## src/rtl/i2c_reg_target.sv

```systemverilog
// i2c_reg_target: SCL-synchronous I2C-style target with a small register file.
// A frame is a start bit, then a 7-bit address and R/W bit. The first data
// byte loads the register pointer. Each later byte writes reg[ptr], and the
// pointer auto-increments after the write.
// Optional read path: define I2C_TGT_READ_EN. Without it, an address match
// with R/W=1 is not acknowledged and the target skips the frame.
//
// state | meaning
// IDLE  | line idle, waiting for start bit (SDA_IN=0)
// ADDR  | shifting address + R/W byte
// ACK   | driving ACK low for one slot
// CONT  | sampling continue bit (0 = another byte, 1 = end)
// DATA  | shifting a data byte (pointer or register write)
// SKIP  | not addressed; wait for IDLE_RUN consecutive 1 samples
// TX    | driving reg[ptr] MSB first (read build only)
// MACK  | master ACK/NACK slot after a read byte (read build only)
module i2c_reg_target #(
  parameter logic [6:0] DEV_ADDR = 7'h21,
  parameter int         REG_AW   = 2,
  parameter int         IDLE_RUN = 12
) (
  input  logic              SCL,
  input  logic              rst,
  input  logic              SDA_IN,
  output logic              SDA_OUT,
  output logic              wr_en,
  output logic [REG_AW-1:0] wr_addr,
  output logic [7:0]        wr_data,
  input  logic [REG_AW-1:0] rd_addr,
  output logic [7:0]        rd_data,
  output logic              busy,
  output logic              addr_match
);

  localparam int DEPTH = 2 ** REG_AW;
  localparam int RUN_W = $clog2(IDLE_RUN + 1);

  typedef enum logic [2:0] {
    S_IDLE, S_ADDR, S_ACK, S_CONT, S_DATA, S_SKIP, S_TX, S_MACK
  } state_t;

  state_t            state;
  logic [7:0]        regs [DEPTH];
  logic [REG_AW-1:0] ptr;
  logic [6:0]        shift;
  logic [2:0]        bit_cnt;
  logic [RUN_W-1:0]  run_cnt;
  logic              first_byte;
  logic [7:0]        rx_byte;
  logic              dev_hit;

  // Byte completed by the bit sampled on this edge.
  assign rx_byte = {shift, SDA_IN};
  assign dev_hit = (rx_byte[7:1] == DEV_ADDR);
  assign rd_data = regs[rd_addr];
  assign busy    = (state != S_IDLE);

`ifdef I2C_TGT_READ_EN
  logic       rd_mode;
  logic [7:0] cur_reg;
  logic [2:0] tx_idx;
  assign cur_reg = regs[ptr];
  assign tx_idx  = bit_cnt - 3'd1;
`endif

  // Frame sequencer, register file and registered outputs.
  always_ff @(posedge SCL) begin
    if (rst) begin
      state      <= S_IDLE;
      SDA_OUT    <= 1'b1;
      wr_en      <= 1'b0;
      wr_addr    <= '0;
      wr_data    <= 8'h00;
      addr_match <= 1'b0;
      ptr        <= '0;
      shift      <= '0;
      bit_cnt    <= '0;
      run_cnt    <= '0;
      first_byte <= 1'b0;
      for (int i = 0; i < DEPTH; i++) regs[i] <= 8'h00;
`ifdef I2C_TGT_READ_EN
      rd_mode    <= 1'b0;
`endif
    end else begin
      wr_en <= 1'b0;
      case (state)
        S_IDLE: begin
          if (!SDA_IN) begin
            state   <= S_ADDR;
            bit_cnt <= '0;
          end
        end
        S_ADDR: begin
          shift   <= {shift[5:0], SDA_IN};
          bit_cnt <= bit_cnt + 3'd1;
          if (bit_cnt == 3'd7) begin
            if (dev_hit && !rx_byte[0]) begin
              SDA_OUT    <= 1'b0;
              addr_match <= 1'b1;
              first_byte <= 1'b1;
              state      <= S_ACK;
`ifdef I2C_TGT_READ_EN
              rd_mode    <= 1'b0;
            end else if (dev_hit && rx_byte[0]) begin
              SDA_OUT    <= 1'b0;
              addr_match <= 1'b1;
              rd_mode    <= 1'b1;
              state      <= S_ACK;
`endif
            end else begin
              run_cnt <= RUN_W'(IDLE_RUN);
              state   <= S_SKIP;
            end
          end
        end
        S_ACK: begin
`ifdef I2C_TGT_READ_EN
          if (rd_mode) begin
            SDA_OUT <= cur_reg[7];
            bit_cnt <= 3'd7;
            state   <= S_TX;
          end else begin
            SDA_OUT <= 1'b1;
            state   <= S_CONT;
          end
`else
          SDA_OUT <= 1'b1;
          state   <= S_CONT;
`endif
        end
        S_CONT: begin
          if (SDA_IN) begin
            addr_match <= 1'b0;
            state      <= S_IDLE;
          end else begin
            bit_cnt <= '0;
            state   <= S_DATA;
          end
        end
        S_DATA: begin
          shift   <= {shift[5:0], SDA_IN};
          bit_cnt <= bit_cnt + 3'd1;
          if (bit_cnt == 3'd7) begin
            SDA_OUT <= 1'b0;
            state   <= S_ACK;
            if (first_byte) begin
              ptr        <= rx_byte[REG_AW-1:0];
              first_byte <= 1'b0;
            end else begin
              wr_en     <= 1'b1;
              wr_addr   <= ptr;
              wr_data   <= rx_byte;
              regs[ptr] <= rx_byte;
              ptr       <= ptr + REG_AW'(1);
            end
          end
        end
        S_SKIP: begin
          if (!SDA_IN) run_cnt <= RUN_W'(IDLE_RUN);
          else if (run_cnt == RUN_W'(1)) state <= S_IDLE;
          else run_cnt <= run_cnt - RUN_W'(1);
        end
`ifdef I2C_TGT_READ_EN
        S_TX: begin
          if (bit_cnt == 3'd0) begin
            SDA_OUT <= 1'b1;
            ptr     <= ptr + REG_AW'(1);
            state   <= S_MACK;
          end else begin
            SDA_OUT <= cur_reg[tx_idx];
            bit_cnt <= tx_idx;
          end
        end
        S_MACK: begin
          if (!SDA_IN) begin
            SDA_OUT <= cur_reg[7];
            bit_cnt <= 3'd7;
            state   <= S_TX;
          end else begin
            addr_match <= 1'b0;
            state      <= S_IDLE;
          end
        end
`endif
        default: state <= S_IDLE;
      endcase
    end
  end

endmodule

```

## config.mk

```make
export PLATFORM = sky130hd
export DESIGN_NAME = i2c_reg_target
export DESIGN_NICKNAME = d
export VERILOG_FILES = /design/src/rtl/i2c_reg_target.sv
export SDC_FILE = /design/constraint.sdc
export NUM_CORES = 1
export LEC_CHECK = 0
export CAP_MARGIN = 10
export CORE_MARGIN = 2
export CORE_UTILIZATION = 57
export DETAILED_ROUTE_END_ITERATION = 12
export PLACE_DENSITY = 0.76
export REMOVE_ABC_BUFFERS = 1
export SLEW_MARGIN = 20
export SYNTH_ARGS = -nofsm -noshare
export SYNTH_HDL_FRONTEND = slang
export SYNTH_SLANG_ARGS = --single-unit
```

## constraint.sdc

```tcl
create_clock -name SCL -period 2.57 [get_ports SCL]
set_input_delay 0.3855 -clock SCL [delete_from_list [all_inputs] [get_ports SCL]]
set_output_delay 0.3855 -clock SCL [all_outputs]
set_load 0.01 [all_outputs]
```

==> flow_summary_export.csv, run 1 <==
group,metric,value,unit
critical_path,worstPathArrival,2.04,ns
clock_network,h-tree-depth,3,
timing,fin_ws,0.149,ns
global_route,gr-total-overflow,0,
critical_path,cp_max_fo,8,
floorplan,coreArea,5070,sq um
clock_network,clk_path_buf_depth,2,
critical_path,required,2.18,ns
clock_network,clk_pin_slew,0.07,ns
placement,gp_congestion,0.797,
final_layout,nets,311,
global_route,grt_usage,0.225,
timing,holdWs,0.453,ns
critical_path,setup.worst_path.start_class,"input pin",
final_layout,antenna_cells,0,
drt,routedWlPerCell,15.6,um
floorplan,initial_core_util,0.590,
timing,worst_slew_pin_slew,0.753,ns
timing,slew_headroom,0.494,
min_path,min_from,"wr_data[6]",
final_layout,synthToLayoutAreaGrowth,17.8,%
drt,vias_per_cell,5.63,
clock_network,worstSkewPairLatency,0.34,ns
clock_network,cts.sinks,65,
power_and_ir_drop,total_leakage_power,1.32,nW
timing,drv_slew,0,
timing,setup_viol,0,
power_and_ir_drop,power,0.00209,W
flow_run,drv_cap,0,
floorplan,io_pins,27,
critical_path,r2r_start,"bit_cnt[0]",
floorplan,die_area,5850,sq um
clock_network,cts_hold_buf,0,
drt,dr_wl_met2,2850,um
global_route,grt_pass1_wl,10300,um
synth,ys_ff_latch,65,
final_layout,fillers,416,
final_layout,final_layout_size_suffix_gt1_frac,0.137,
timing,fmax,0.413,GHz
clock_network,cts_buffers,9,
synth,synth_area,2990,sq um
drt,met3WireLength,198,um
clock_network,cts_setup_buffers,0,
min_path,hold_end,"wr_data[6]",
floorplan,fp.dieW,76.5,um
power_and_ir_drop,ir_drop,0.000383,V
critical_path,crit_type,"in2out",
drt,drtAntennaViolNets,0,
timing,hold_viol_final,0,
synth,synth_edf_count,32,
placement,dp.cells,361,
drt,maxUsedRoutingLayer,"met4",
min_path,hp-class,"reg2reg",
drt,wirelength,5870,um
synth,synthCells,275,
synth,ys.flop_type,"dfxtp_1",
timing,fin_crit_sh,0.942,
global_route,antenna_found_initial,0,
clock_network,cts_tree,"built",
global_route,grt_max_degree,34,
drt,drt_first_pass_iters,4,
global_route,grt_pass1_vias,2119,
status,status,"finished, final reports clean",
drt,drc,0,
placement,io_buffers,26,
critical_path,rrSetupSlack,0.46,ns
critical_path,cp-end-kind,"output port",
synth,ys_seq_area_frac,0.542,
placement,dpl_worst_slack,0.136,ns
final_layout,fin_cells,377,
clock_network,cts_resized,0,
drt,drtIter0Drc,185,
critical_path,r2r-end,"regs[0][5]",
timing,rsz0062_at_grt,"no",
power_and_ir_drop,pwr_density_cell,592,nW/um^2
synth,syn_avg_cell_area,10.9,sq um
drt,wl_met1,2690,um
min_path,whs_path_depth,2,
timing,fin_crit,2.42,ns
synth,yosysWarnings,0,
floorplan,row_count,26,
drt,via_count,2123,
placement,dp_hpwl,3910,um
timing,skew,0.00895,ns
floorplan,die_h,76.5,um
timing,tns,0,ns
critical_path,r2r_cells,5,
synth,synth_cell_types,46,
synth,async_flop_share,0,
clock_network,clockRootBuffer,"clkbuf_8",
worst max path at each step:
stage	start	endpoint	slack, ns	cells past startpoint
floorplan	bit_cnt[0]	regs[0][0]	0.42	5
global placement	rd_addr[0]	rd_data[2]	0.15	4
detailed placement	rd_addr[0]	rd_data[7]	0.14	4
CTS	rd_addr[0]	rd_data[7]	0.13	4
global route	rd_addr[0]	rd_data[2]	0.09	4
finish	rd_addr[0]	rd_data[2]	0.15	4
routing by layer:
| metal | vias up | track usage |
|---|---|---|
| met5 | - | 0 |
| li1 | 1060 | - |
| met3 | 9 | 0.0545 |
| met4 | 0 | 0.102 |
| met2 | 31 | 0.353 |
| met1 | 1023 | 0.298 |
registers in the layout, indices dropped and copies added, names as in the netlist:
register    count
shift           7
first_byte      1
run_cnt         4
ptr             2
SDA_OUT         1
wr_data         8
state           3
addr_match      1
wr_addr         2
regs           32
bit_cnt         3
wr_en           1
through the flow:
stage           util  instance area [sq um]
2_1_floorplan      -                   2900
3_3_place_gp   0.663                   3360
3_5_place_dp   0.663                   3360
4_1_cts        0.695                   3530
5_1_grt        0.695                   3530
6_report       0.695                   3530
cell families after synthesis:
| kind of cell | count (synthesis) | share of synthesized area |
|---|---|---|
| fa+ha+maj | 4 | 0.0167 |
| buf+inv | 29 | 0.0393 |
| xor+xnor | 1 | 0.00293 |
| flops | 65 | 0.542 |
| compound gates | 55 | 0.123 |
| simple gates | 111 | 0.209 |
| mux | 10 | 0.0677 |
cell type report:
type                            count  area, sq um  area share
Tap cell                           70         87.6      0.0248
Clock buffer                        9          124      0.0351
Sequential cell                    65         1620       0.460
Clock inverter                      7         37.5      0.0106
Inverter                            7         26.3     0.00745
Multi-Input combinational cell    181         1250       0.356
Timing Repair Buffer               38          375       0.106
worst max-delay path, stage by stage:
cell and delay [ns]:
clkdlybuf4s50_1 0.51, buf_12 0.15, mux4_2 0.49, clkdlybuf4s50_1 0.49
power by group:
part,internal [W],switching [W],total (W)
Clock,0.000337,0.000386,0.000723
Sequential,0.00112,0.0000322,0.00115
Combinational,0.000103,0.000115,0.000218
cells in the final DEF (no fill, tap or decap), drive strengths merged, types with 2 or more instances in the layout:
cell / count
dfxtp: 33
nand2: 32
edfxtp: 32
clkdlybuf4s50: 26
and3: 24
a21oi: 24
nor2: 15
buf: 12
o21ai: 10
nor3: 10
clkbuf: 9
and2: 9
mux4: 8
inv: 7
clkinv: 6
nor2b: 4
ha: 4
a21o: 3
nand2b: 3
a22oi: 3
a31oi: 3
a2111oi: 3
a221o: 2
nor4bb: 2
nor4b: 2
mux2: 2
nand3b: 2
nand3: 2
Yosys cell counts, drive strengths merged (2+ instances only):
master	count	area, sq um
dfxtp	33	661
edfxtp	32	961
nand2	32	120
a21oi	24	131
and3	24	150
clkbuf	16	60.1
nor2	15	56.3
nor3	10	55.1
o21ai	10	50.1
and2	9	56.3
mux4	8	180
inv	7	26.3
buf	6	31.3
ha	4	50.1
nor2b	4	25.0
a2111oi	3	38.8
a21o	3	22.5
a22oi	3	22.5
a31oi	3	18.8
nand2b	3	18.8
a221o	2	20.0
mux2	2	22.5
nand3	2	10.0
nand3b	2	15.0
nor4b	2	47.6
nor4bb	2	20.0
(Power assumes the default switching activity.)
==> inputs of run 2 (changes only) <==
Settings changed: CTS_CLUSTER_SIZE set to 20.
==> results of run 2 <==
Same layout as run 1: the final DEF is identical, and so are final timing and power.
==> RTL change, RTL diff (flow settings as in run 2) <==
Set the parameter `IDLE_RUN` to 11 (it was 12).
--- a/src/rtl/i2c_reg_target.sv
+++ b/src/rtl/i2c_reg_target.sv
@@ -17,7 +17,7 @@
 module i2c_reg_target #(
   parameter logic [6:0] DEV_ADDR = 7'h21,
   parameter int         REG_AW   = 2,
-  parameter int         IDLE_RUN = 12
+  parameter int         IDLE_RUN = 11
 ) (
   input  logic              SCL,
   input  logic              rst,
Function: same outputs for any inputs over 10 cycles, from zero or initial values and one cycle with rst high; that may be too few to reach the edited logic, so the function may still have changed.
==> RTL change against run 2 <==
- synthesized area decreased by 1.1%
- combinational power decreased by 21%
- total power increased by 13%
- clock skew about the same
- critical endpoint is now rd_data[3]
- routed wire length increased by 4.3%
- register-to-register slack got worse by 0.13 ns
- design area increased by 1.2%
- sequential cell count unchanged
- via count increased by 1.0%
- synthesized cell count decreased by 2.2%
- setup slack got worse by 0.021 ns
- maximum frequency decreased by 0.86%
==> RTL change: results (changes against run 2) <==
metric,value,unit,change
outcome,"finished, final reports clean",,
port_buffers,26,,unchanged
synth_xor_xnor_area_share,0.2960,%,+0.0033 points
worst_setup_path_endpoint,rd_data[3],,
leakage,1.283,nW,-2.6%
drt_first_iter_violations,174,,-5.9%
holdBufCountCts,0,,unchanged
post-cts-setup-buffers,0,,unchanged
ys_top_cells_by_count,"sky130_fd_sc_hd__dfxtp_1 (33), sky130_fd_sc_hd__edfxtp_1 (32), sky130_fd_sc_hd__nand2_1 (31)",,
r2r_slack,0.33,ns,-0.13 ns
post_synth_main_area_contributors,"sky130_fd_sc_hd__edfxtp_1 (32%), sky130_fd_sc_hd__dfxtp_1 (22%), sky130_fd_sc_hd__mux4_2 (6.1%), sky130_fd_sc_hd__and2_1 (5.1%), sky130_fd_sc_hd__nand2_1 (3.9%)",,
r2r.worst_path.cells,6,,+1
avgRoutedWirePerCell,16.31,um,+4.9%
seq_area_frac_synth,54.80,%,+0.62 points
clk_path_buf_depth,2,,unchanged
clkLatencyLatePin,0.34,ns,about the same
layout-drive-gt1-share,13.44,%,-0.24 points
post-place-cells,359,,-0.55%
worst_slew_pin_slew,0.7402,ns,-0.01265 ns
timing.clock.skew,0.009371,ns,+0.0004163 ns
synthMuxAreaShare,7.104,%,+0.33 points
synth-edff-count,32,,unchanged
instance_count_of_the_mapped_netlist,269,,-2.2%
critical_path_data_arrival_time,2.06,ns,+0.02 ns
place_congestion,0.8070,,+1.3%
cts-root-buf,sky130_fd_sc_hd__clkbuf_8,,
instance_area_at_placement,3326,um^2,-1.2%
place.detailed.hpwl,4.048,mm,+3.5%
drt-vias-per-instance,5.720,,+1.6%
r2r-end,regs[3][5]$_DFFE_PP_,,
preCtsSetupSlack,0.1569,ns,+0.02050 ns
power.ir.vdd_worst,0.0005153,V,+34%
grt_start_max_net_pins,23,,-32%
vias_in_the_first_global_route,2064,,-2.6%
synth_compound_gate_area_share,11.84,%,-0.45 points
grt_pass1_wl,10.36,mm,+0.47%
postSynth.topFlopCell,sky130_fd_sc_hd__dfxtp_1,,
ys_types,49,,+6.5%
yosys.area_share.adder,1.691,%,+0.019 points
n_antenna_cell,0,,unchanged
asyncSetResetFlopFracSynth,0,%,unchanged
gr-usage-all-layers,23.07,%,+0.57 points
nets,309,,-0.64%
period_needed,2.442,ns,+0.02105 ns
setup_viol,0,,unchanged
final_cell_count_no_fill,375,,-0.53%
==> RTL change: cell count changes after synthesis, moves of 5 or more <==
cell,before,now
sky130_fd_sc_hd__o21ai_1,0,5
sky130_fd_sc_hd__and3_1,24,9
sky130_fd_sc_hd__nor2_1,15,9
sky130_fd_sc_hd__and2_1,8,24
sky130_fd_sc_hd__clkbuf_1,16,11
==> RTL change: metrics by stage <==
step	total power, mW	hold WS, ns	utilization (%)
final	2.367	0.4537	70.77
after global routing	2.433	0.4779	70.77
after global placement	1.325	0.4474	65.96
after detailed placement	1.329	0.4457	65.96
after CTS	2.364	0.4564	70.77
after floorplan	1.242	0.4546	-
==> RTL change: area by class of cell <==
| class | count | area [um^2] |
|---|---|---|
| sequential | 65 | 1622 |
| clock inverter | 6 | 115.1 |
| tap | 70 | 87.58 |
| clock buffer | 10 | 127.6 |
| inverter | 6 | 23.77 |
| fill | 368 | 1474 |
| multi-input combinational | 181 | 1237 |
| timing repair buffer | 37 | 355.3 |
==> RTL change: critical path, delay by kind of cell <==
| family | cells | cell delay, ns |
|---|---|---|
| buffers and inverters | 3 | 1.16 |
| muxes | 1 | 0.50 |
==> RTL change: routing by layer <==
layer / track usage [%] / vias to the layer above / routed length [um]
met5: 0 / - / 0
met4: 8.364 / 0 / 96
li1: - / 1041 / -
met2: 36.88 / 59 / 3004
met3: 6.517 / 8 / 272
met1: 30.42 / 1037 / 2745
==> RTL change: worst min-delay path by stage <==
stage / from / to / slack, ns / cells past startpoint
after floorplan: rst / first_byte$_SDFFE_PP0P_ / 0.45 / 1
after CTS: wr_data[2]$_SDFFE_PP0P_ / wr_data[2]$_SDFFE_PP0P_ / 0.46 / 2
final: wr_data[6]$_SDFFE_PP0P_ / wr_data[6]$_SDFFE_PP0P_ / 0.45 / 2
after detailed placement: wr_data[2]$_SDFFE_PP0P_ / wr_data[2]$_SDFFE_PP0P_ / 0.45 / 2
after global placement: wr_data[2]$_SDFFE_PP0P_ / wr_data[2]$_SDFFE_PP0P_ / 0.45 / 2
after global routing: wr_data[6]$_SDFFE_PP0P_ / wr_data[6]$_SDFFE_PP0P_ / 0.48 / 2
==> RTL change: where the power goes <==
group / internal [mW] / total, mW / switching (mW)
clock network: 0.650 / 1.06 / 0.410
logic: 0.0821 / 0.172 / 0.0894
registers: 1.11 / 1.14 / 0.0257
==> RTL change: logic make-up (layout without fill, tap and decap cells) <==
family	count (synthesis)	count (layout)
compound gates	57	57
xor+xnor	1	1
fa+ha+maj	4	4
buf+inv	23	59
flops	65	65
mux	11	11
simple gates	108	108
